### src/rtl/nmr_pkg.sv
// nmr_pkg: shared definitions for the NMR echo acquisition gate.
//
// Contents:
//   gate_state_t  acquisition gate state encoding
//   ECHO_IDX_W    width of the echo index tag
//   SAMPLE_W      width of the sign-extended sample field in the beat
//   TDATA_W       width of the output stream word
//   idx_sat_inc   saturating echo index increment
//
// Build option: NMR_ECHO_TIMESTAMP_EN widens the output word to 64 bits
// and adds a 32-bit cycle timestamp above {echo_idx, sample}.

package nmr_pkg;

    typedef enum logic [1:0] {
        ST_IDLE  = 2'd0,
        ST_ARMED = 2'd1,
        ST_ACQ   = 2'd2,
        ST_DONE  = 2'd3
    } gate_state_t;

    localparam int ECHO_IDX_W = 16;
    localparam int SAMPLE_W   = 16;

`ifdef NMR_ECHO_TIMESTAMP_EN
    localparam int TS_W    = 32;
    localparam int TDATA_W = 64;
`else
    localparam int TDATA_W = 32;
`endif

    function automatic logic [ECHO_IDX_W-1:0] idx_sat_inc(input logic [ECHO_IDX_W-1:0] v);
        return (v == '1) ? v : v + ECHO_IDX_W'(1);
    endfunction

endpackage

### src/rtl/nmr_sync_fifo.sv
// nmr_sync_fifo: single-clock FIFO with flag outputs.
//
// Ports:
//   clk, rst   clock, synchronous active-high reset
//   wr_en      push request; accepted when not full, or when a pop
//              happens in the same cycle (the pop frees the slot first)
//   wr_data    push data
//   rd_en      pop request; ignored when empty
//   rd_data    head entry, driven only from registers; zero when empty
//   full       DEPTH entries held
//   empty      no entries held
//
// DEPTH must be a power of two, at least 2, so the pointers wrap naturally.

module nmr_sync_fifo #(
    parameter int WIDTH = 33,
    parameter int DEPTH = 16
) (
    input  logic             clk,
    input  logic             rst,
    input  logic             wr_en,
    input  logic [WIDTH-1:0] wr_data,
    input  logic             rd_en,
    output logic [WIDTH-1:0] rd_data,
    output logic             full,
    output logic             empty
);

    localparam int AW = $clog2(DEPTH);

    logic [WIDTH-1:0] mem [DEPTH];
    logic [AW-1:0]    wr_ptr;
    logic [AW-1:0]    rd_ptr;
    logic [AW:0]      count;
    logic             do_rd;
    logic             do_wr;

    assign empty   = (count == '0);
    assign full    = (count == (AW+1)'(DEPTH));
    assign do_rd   = rd_en & ~empty;
    assign do_wr   = wr_en & (~full | do_rd);
    assign rd_data = empty ? '0 : mem[rd_ptr];

    always_ff @(posedge clk) begin
        if (do_wr) begin
            mem[wr_ptr] <= wr_data;
        end
    end

    always_ff @(posedge clk) begin
        if (rst) begin
            wr_ptr <= '0;
            rd_ptr <= '0;
            count  <= '0;
        end else begin
            if (do_wr) begin
                wr_ptr <= wr_ptr + AW'(1);
            end
            if (do_rd) begin
                rd_ptr <= rd_ptr + AW'(1);
            end
            case ({do_wr, do_rd})
                2'b10:   count <= count + (AW+1)'(1);
                2'b01:   count <= count - (AW+1)'(1);
                default: count <= count;
            endcase
        end
    end

endmodule

### src/rtl/nmr_echo_gate.sv
// nmr_echo_gate: receive-side acquisition gate for the NMR pulse sequencer.
// Opens one ADC window after each receiver-blank interval, tags samples with
// the echo index and streams them out through a FIFO.
//
// Ports:
//   clk, rst       clock, synchronous active-high reset
//   enbl           gate enable; low forces IDLE, FIFO keeps draining
//   sync_in        sequencer sync (A-pulse marker)
//   pulse_in       sequencer pulse; closes an open window early
//   blank_in       receiver blank; its falling edge opens a window
//   adc_valid      ADC sample strobe
//   adc_data       ADC sample, two's complement
//   AcqLen_in      samples per window
//   EchoMax_in     windows per sequence
//   m_tdata        {[timestamp,] echo_idx, sign-extended sample}
//   m_tvalid       output valid
//   m_tready       downstream ready
//   m_tlast        last sample of a complete window
//   busy_out       state is ARMED or ACQ
//   overflow_out   sticky, a sample was dropped on a full FIFO
//   trunc_out      sticky, a window was cut short by pulse_in
//
// Build option: NMR_ECHO_TIMESTAMP_EN adds a 32-bit cycle count since the
// last sync rise, captured at push, in m_tdata[63:32].
//
// state  | meaning
// IDLE   | waiting for a sync rise with enbl high
// ARMED  | sequence running, waiting for blank_in to fall
// ACQ    | window open, counting samples down to zero
// DONE   | all windows of the sequence taken, waiting for sync rise

module nmr_echo_gate
    import nmr_pkg::*;
#(
    parameter int DATA_W     = 16,
    parameter int FIFO_DEPTH = 16
) (
    input  logic               clk,
    input  logic               rst,
    input  logic               enbl,
    input  logic               sync_in,
    input  logic               pulse_in,
    input  logic               blank_in,
    input  logic               adc_valid,
    input  logic [DATA_W-1:0]  adc_data,
    input  logic [15:0]        AcqLen_in,
    input  logic [15:0]        EchoMax_in,
    output logic [TDATA_W-1:0] m_tdata,
    output logic               m_tvalid,
    input  logic               m_tready,
    output logic               m_tlast,
    output logic               busy_out,
    output logic               overflow_out,
    output logic               trunc_out
);

    gate_state_t           state;
    logic                  sync_prv;
    logic                  blank_prv;
    logic                  sync_rise;
    logic                  blank_fall;
    logic [ECHO_IDX_W-1:0] echo_idx;
    logic [15:0]           echo_max;
    logic [15:0]           remaining;

    logic                  fifo_full;
    logic                  fifo_empty;
    logic                  fifo_pop;
    logic                  acq_take;
    logic                  samp_last;
    logic                  push_drop;
    logic                  seq_end;
    gate_state_t           close_state;
    logic [SAMPLE_W-1:0]   sample_ext;
    logic [TDATA_W:0]      push_word;
    logic [TDATA_W:0]      head_word;

    assign sample_ext = SAMPLE_W'($signed(adc_data));

    // A sync rise or pulse in the same cycle wins over the sample.
    assign acq_take  = (state == ST_ACQ) & enbl & ~sync_rise & ~pulse_in & adc_valid;
    assign samp_last = (remaining == 16'd1);
    assign fifo_pop  = m_tvalid & m_tready;
    assign push_drop = acq_take & fifo_full & ~fifo_pop;

    // Compare in 17 bits so a saturated index never matches by wrapping.
    assign seq_end     = (({1'b0, echo_idx} + 17'd1) == {1'b0, echo_max});
    assign close_state = seq_end ? ST_DONE : ST_ARMED;

`ifdef NMR_ECHO_TIMESTAMP_EN
    logic [TS_W-1:0] ts_cnt;

    always_ff @(posedge clk) begin
        if (rst) begin
            ts_cnt <= '0;
        end else if (sync_rise) begin
            ts_cnt <= '0;
        end else begin
            ts_cnt <= ts_cnt + TS_W'(1);
        end
    end

    assign push_word = {samp_last, ts_cnt, echo_idx, sample_ext};
`else
    assign push_word = {samp_last, echo_idx, sample_ext};
`endif

    nmr_sync_fifo #(
        .WIDTH (TDATA_W + 1),
        .DEPTH (FIFO_DEPTH)
    ) u_fifo (
        .clk     (clk),
        .rst     (rst),
        .wr_en   (acq_take),
        .wr_data (push_word),
        .rd_en   (fifo_pop),
        .rd_data (head_word),
        .full    (fifo_full),
        .empty   (fifo_empty)
    );

    assign m_tvalid = ~fifo_empty;
    assign m_tlast  = head_word[TDATA_W];
    assign m_tdata  = head_word[TDATA_W-1:0];
    assign busy_out = (state == ST_ARMED) | (state == ST_ACQ);

    always_ff @(posedge clk) begin
        if (rst) begin
            state        <= ST_IDLE;
            sync_prv     <= 1'b0;
            blank_prv    <= 1'b0;
            sync_rise    <= 1'b0;
            blank_fall   <= 1'b0;
            echo_idx     <= '0;
            echo_max     <= '0;
            remaining    <= '0;
            overflow_out <= 1'b0;
            trunc_out    <= 1'b0;
        end else begin
            sync_prv   <= sync_in;
            blank_prv  <= blank_in;
            sync_rise  <= sync_in & ~sync_prv;
            blank_fall <= ~blank_in & blank_prv;

            if (!enbl) begin
                state <= ST_IDLE;
            end else if (sync_rise) begin
                // Restart from any state; an open window is abandoned.
                echo_idx     <= '0;
                echo_max     <= EchoMax_in;
                overflow_out <= 1'b0;
                trunc_out    <= 1'b0;
                state        <= (EchoMax_in == 16'd0) ? ST_DONE : ST_ARMED;
            end else begin
                if (push_drop) begin
                    overflow_out <= 1'b1;
                end
                unique case (state)
                    ST_ARMED: begin
                        if (blank_fall) begin
                            if (AcqLen_in == 16'd0) begin
                                echo_idx <= idx_sat_inc(echo_idx);
                                state    <= close_state;
                            end else begin
                                remaining <= AcqLen_in;
                                state     <= ST_ACQ;
                            end
                        end
                    end
                    ST_ACQ: begin
                        if (pulse_in) begin
                            trunc_out <= 1'b1;
                            echo_idx  <= idx_sat_inc(echo_idx);
                            state     <= close_state;
                        end else if (adc_valid) begin
                            // Dropped samples still count toward the window.
                            remaining <= remaining - 16'd1;
                            if (samp_last) begin
                                echo_idx <= idx_sat_inc(echo_idx);
                                state    <= close_state;
                            end
                        end
                    end
                    ST_IDLE, ST_DONE: begin
                        state <= state;
                    end
                    default: begin
                        state <= ST_IDLE;
                    end
                endcase
            end
        end
    end

endmodule
### config.mk
export PLATFORM = sky130hd
export DESIGN_NAME = nmr_echo_gate
export DESIGN_NICKNAME = d
export VERILOG_FILES = /design/src/rtl/nmr_pkg.sv /design/src/rtl/nmr_sync_fifo.sv /design/src/rtl/nmr_echo_gate.sv
export SDC_FILE = /design/constraint.sdc
export NUM_CORES = 1
export LEC_CHECK = 0
export CORE_MARGIN = 5
export CORE_UTILIZATION = 65
export CTS_BUF_LIST = sky130_fd_sc_hd__clkbuf_4 sky130_fd_sc_hd__clkbuf_8 sky130_fd_sc_hd__clkbuf_16
export DETAILED_ROUTE_END_ITERATION = 8
export GPL_ROUTABILITY_DRIVEN = 0
export PLACE_DENSITY = 0.89
export SLEW_MARGIN = 20
export SYNTH_ARGS = -nofsm -noshare
export SYNTH_HDL_FRONTEND = slang
export SYNTH_HIERARCHICAL = 1
export SYNTH_SLANG_ARGS = --single-unit
### constraint.sdc
create_clock -name clk -period 10.3 [get_ports clk]
set_input_delay 3.09 -clock clk [delete_from_list [all_inputs] [get_ports clk]]
set_output_delay 3.09 -clock clk [all_outputs]
set_load 0.02 [all_outputs]
==> results list <==
* # fillers: 2,031
- Total detailed-routing wirelength: 59,800 um
- Summed over all failing endpoints, the final setup total negative slack is 0 ns.
* Max-slew violation count: 0
- Yosys printed 6 warnings.
* Crit Reg-Reg Endpoint: u_fifo/mem[14][7]
- Reg clk slew, reported paths: 0.06 ns
* Combined area of the multi-input logic cells: 0.00666 mm^2
* Mean post-synth cell area: 17.7 um^2
* Cts-stage hold buffer count: 0
- RSZ-0062 raised after global routing: false
- Pin placement for this block handled 93 I/O pins.
- Seq cells post-synth: 601
- Worst Path Required: 7.21 ns
- Overall track demand over capacity in global routing: 29.2%
- The synthesized netlist contains 72 unique library cells.
* DR vias/cell: 6.98
* Proportion of layout cells with a drive suffix above 1: 18.5%
- Classification of the worst-slack hold path: flop to flop
* Average wire length per cell after detail routing: 29.7 um
- CTS tree: yes
* Clock Sinks: 601
- Counting every instance in the synthesized netlist gives 1,377.
- Most frequent cells in the layout: 528 x edfxtp_1, 132 x mux4_2, 91 x clkdlybuf4s50_1
- No sink is reached through more buffers than the 3 on the longest clock path.
- Power density over the cells: 177 mW/mm^2
- Routed vias: 14,050
- Area of the core region: 0.0374 mm^2
- The clock tree synthesis step divided the H-tree into 2 levels.
- Total congestion overflow: 0
- Synth top area share: 64.9%
* Crit Reg-Reg Startpoint: state[1]
- At the pin with the least slew margin, the transition time is 1.19 ns.
- Category of the worst setup path capture point: primary output
- For this design, the slowest cell found on the critical path is dfxtp_4.
- Post-synth ARST share: 0%
- The synthesized design contains 528 enable-type register cells.
- The worst setup path is launched from a flop.
- After clock tree synthesis, the repair step resized 0 gates.
- Minimum clock period after layout: 7.42 ns
- Via count of the first global-routing pass: 14,405
* Top cell type by total area after synthesis: edfxtp_1
- Summed over all cells, the static leakage comes to 8.66 nW.
- The synthesized netlist occupies a cell area of 0.0244 mm^2.
* Number of violations reported at the end of detailed-routing iteration 0: 1,744
- Sequential fraction of the synthesis area: 70.9%
- Maximum cell stage delay along the critical path: 1.02 ns
* Outcome: finished, final reports clean
- Across all hold checks on the routed design, the worst slack comes to 0.385 ns.
- The worst register-to-register path has a setup slack of 5.24 ns.
- For this run, the post-layout net count is 1,529.
- Fmax: 135 MHz
- Number of endpoints with negative hold slack in the final report: 0
- Measured against its own limit, the worst slew margin works out to 20.7%.
* Post-Syn Nets: 1,447
- Among all flip-flop cells after synthesis, the most frequent one is edfxtp_1.
- Skew final: 0.0347 ns
- FF+latch area: 0.0173 mm^2
* Count of port buffers added during placement: 92
- The HPWL after detailed placement is 30,200 um.
- Once detail routing completed, the nets flagged for antenna violations numbered 0.
- Number of endpoints failing setup at the final stage: 0
- Measured in cells, the most critical reg-to-reg path has a length of 8.
- Synthesis-to-finish area growth: 13.2%
- The first global-routing pass estimated 90,000 um of wire.
- Across the VDD grid, the largest voltage drop is 0.000138 V.
- Final cell utilization of the core: 73.9%
* Final worst path period share: 72.0%
- Number of antenna violations at the first check in global routing: 0
* Power consumption: 4.88 mW
* Count of antenna diodes in the layout: 0
- The first TritonRoute pass finished after 6 iterations.
- Once the clock tree was built, the setup fixing pass inserted 0 buffers.
* WS Path Type: flop to primary output
- Width of the die: 204 um
* Biggest fanout along the worst timing path: 57
- Number of buffers created by CTS: 55
- The die covers 0.0416 mm^2.
- The initialized floorplan defines 71 standard-cell rows.
- Once the floorplan was initialized, standard cells occupied 65.3% of the core.
* Clock latency on the worst-skew pair: 0.62 ns
- Max-cap check violation count: 0
* CTS Root Cell: clkbuf_16
- Crit path cell chain: buf_4, mux4_2, mux2i_1, nor3_1, a221o_1, clkdlybuf4s50_1
- For the worst setup path, the data arrival time is 4.33 ns.
- Top cells by area, synth: edfxtp_1 65%, mux4_2 12%, dfxtp_1 6.0%
- For this run, design rule violations remaining after detail routing come to 0.
- Chip Height: 204 um
- The library cell used most frequently in the layout, excluding fill and tap cells, is edfxtp_1.
- Maximum number of pins on one net before global-route repair: 69
- The critical path ends at m_tdata[27].
## how the worst min path moves through the flow
stage	slack, ns	from	endpoint	cells after the start
after floorplan	0.37	sync_prv	sync_rise	1
after global placement	0.37	sync_prv	sync_rise	1
after detailed placement	0.38	sync_prv	sync_rise	1
after CTS	0.39	sync_prv	sync_rise	1
after global routing	0.40	sync_prv	sync_rise	1
final	0.38	sync_prv	sync_rise	1
## cell usage after synthesis, drive strengths merged, types with 6 or more instances
library cell  number
mux4             132
ha                13
xor2              13
and3              14
o211ai            10
or3                6
o21ai             45
dfxtp             73
a21oi             50
nand4             10
nor4              13
nor3              53
buf               45
edfxtp           528
nor2b             13
nor2              47
mux2i             40
nand3             16
o31ai              8
a31oi              6
xnor2             13
and2               8
nand2             61
and4               8
clkbuf            33
inv               19
a221o             33
## layout make-up
cell class | instances | area share (%)
repair buffers | 103 | 3.76
clock buffers | 69 | 5.44
inverters | 20 | 0.271
flip-flops and latches | 601 | 62.7
clock inverters | 32 | 1.49
multi-input cells | 678 | 24.1
well taps | 511 | 2.31
## registers in the layout (all words and copies together) (netlist names), named ones only
| signal | count |
|---|---|
| sync_rise | 1 |
| blank_prv | 1 |
| u_fifo/mem | 528 |
| trunc_out | 1 |
| u_fifo/count | 5 |
| echo_max | 16 |
| overflow_out | 1 |
| blank_fall | 1 |
| sync_prv | 1 |
| remaining | 16 |
| u_fifo/rd_ptr | 4 |
| state | 2 |
| echo_idx | 16 |
| u_fifo/wr_ptr | 4 |
## worst max-delay path: cells and delay by family (launching register included)
family,cells,cell delay [ns]
buf+inv,2,1.38
mux,2,0.84
compound gates,1,0.31
flops,1,1.02
simple gates,1,0.10
## where the power goes
group          total, mW  internal, mW  switching, mW  leakage (nW)
Sequential          2.64          2.63        0.00510          5.49
Combinational     0.0946        0.0404         0.0543          2.23
Clock               2.15          1.25          0.905         0.937
Total               4.88          3.92          0.965          8.66
## layer usage
metal	vias to the layer above	track usage, %	wire [um]
met5	-	0	0
met4	0	11.3	2170
met3	151	4.92	5890
met2	1049	49.9	30800
met1	7075	38.1	20800
li1	5775	-	-
## metrics by stage
step	worst slack, ns	instances	instance area [um^2]
floorplan	4.96	1377	24400
global placement	3.54	1911	25700
detailed placement	3.49	1912	25700
CTS	2.82	2013	27600
global route	2.60	2014	27700
finish	2.88	2014	27700
## logic make-up (layout without fill, tap and decap cells)
| logic type | Yosys count | after routing | synth area share (%) |
|---|---|---|---|
| fa+ha+maj | 14 | 14 | 0.748 |
| compound gates | 190 | 190 | 5.45 |
| mux | 176 | 176 | 14.0 |
| simple gates | 272 | 272 | 5.96 |
| buf+inv | 98 | 224 | 2.02 |
| xor+xnor | 26 | 26 | 0.932 |
| flops | 601 | 601 | 70.9 |
Note: power is estimated with default switching activity, not from simulation.
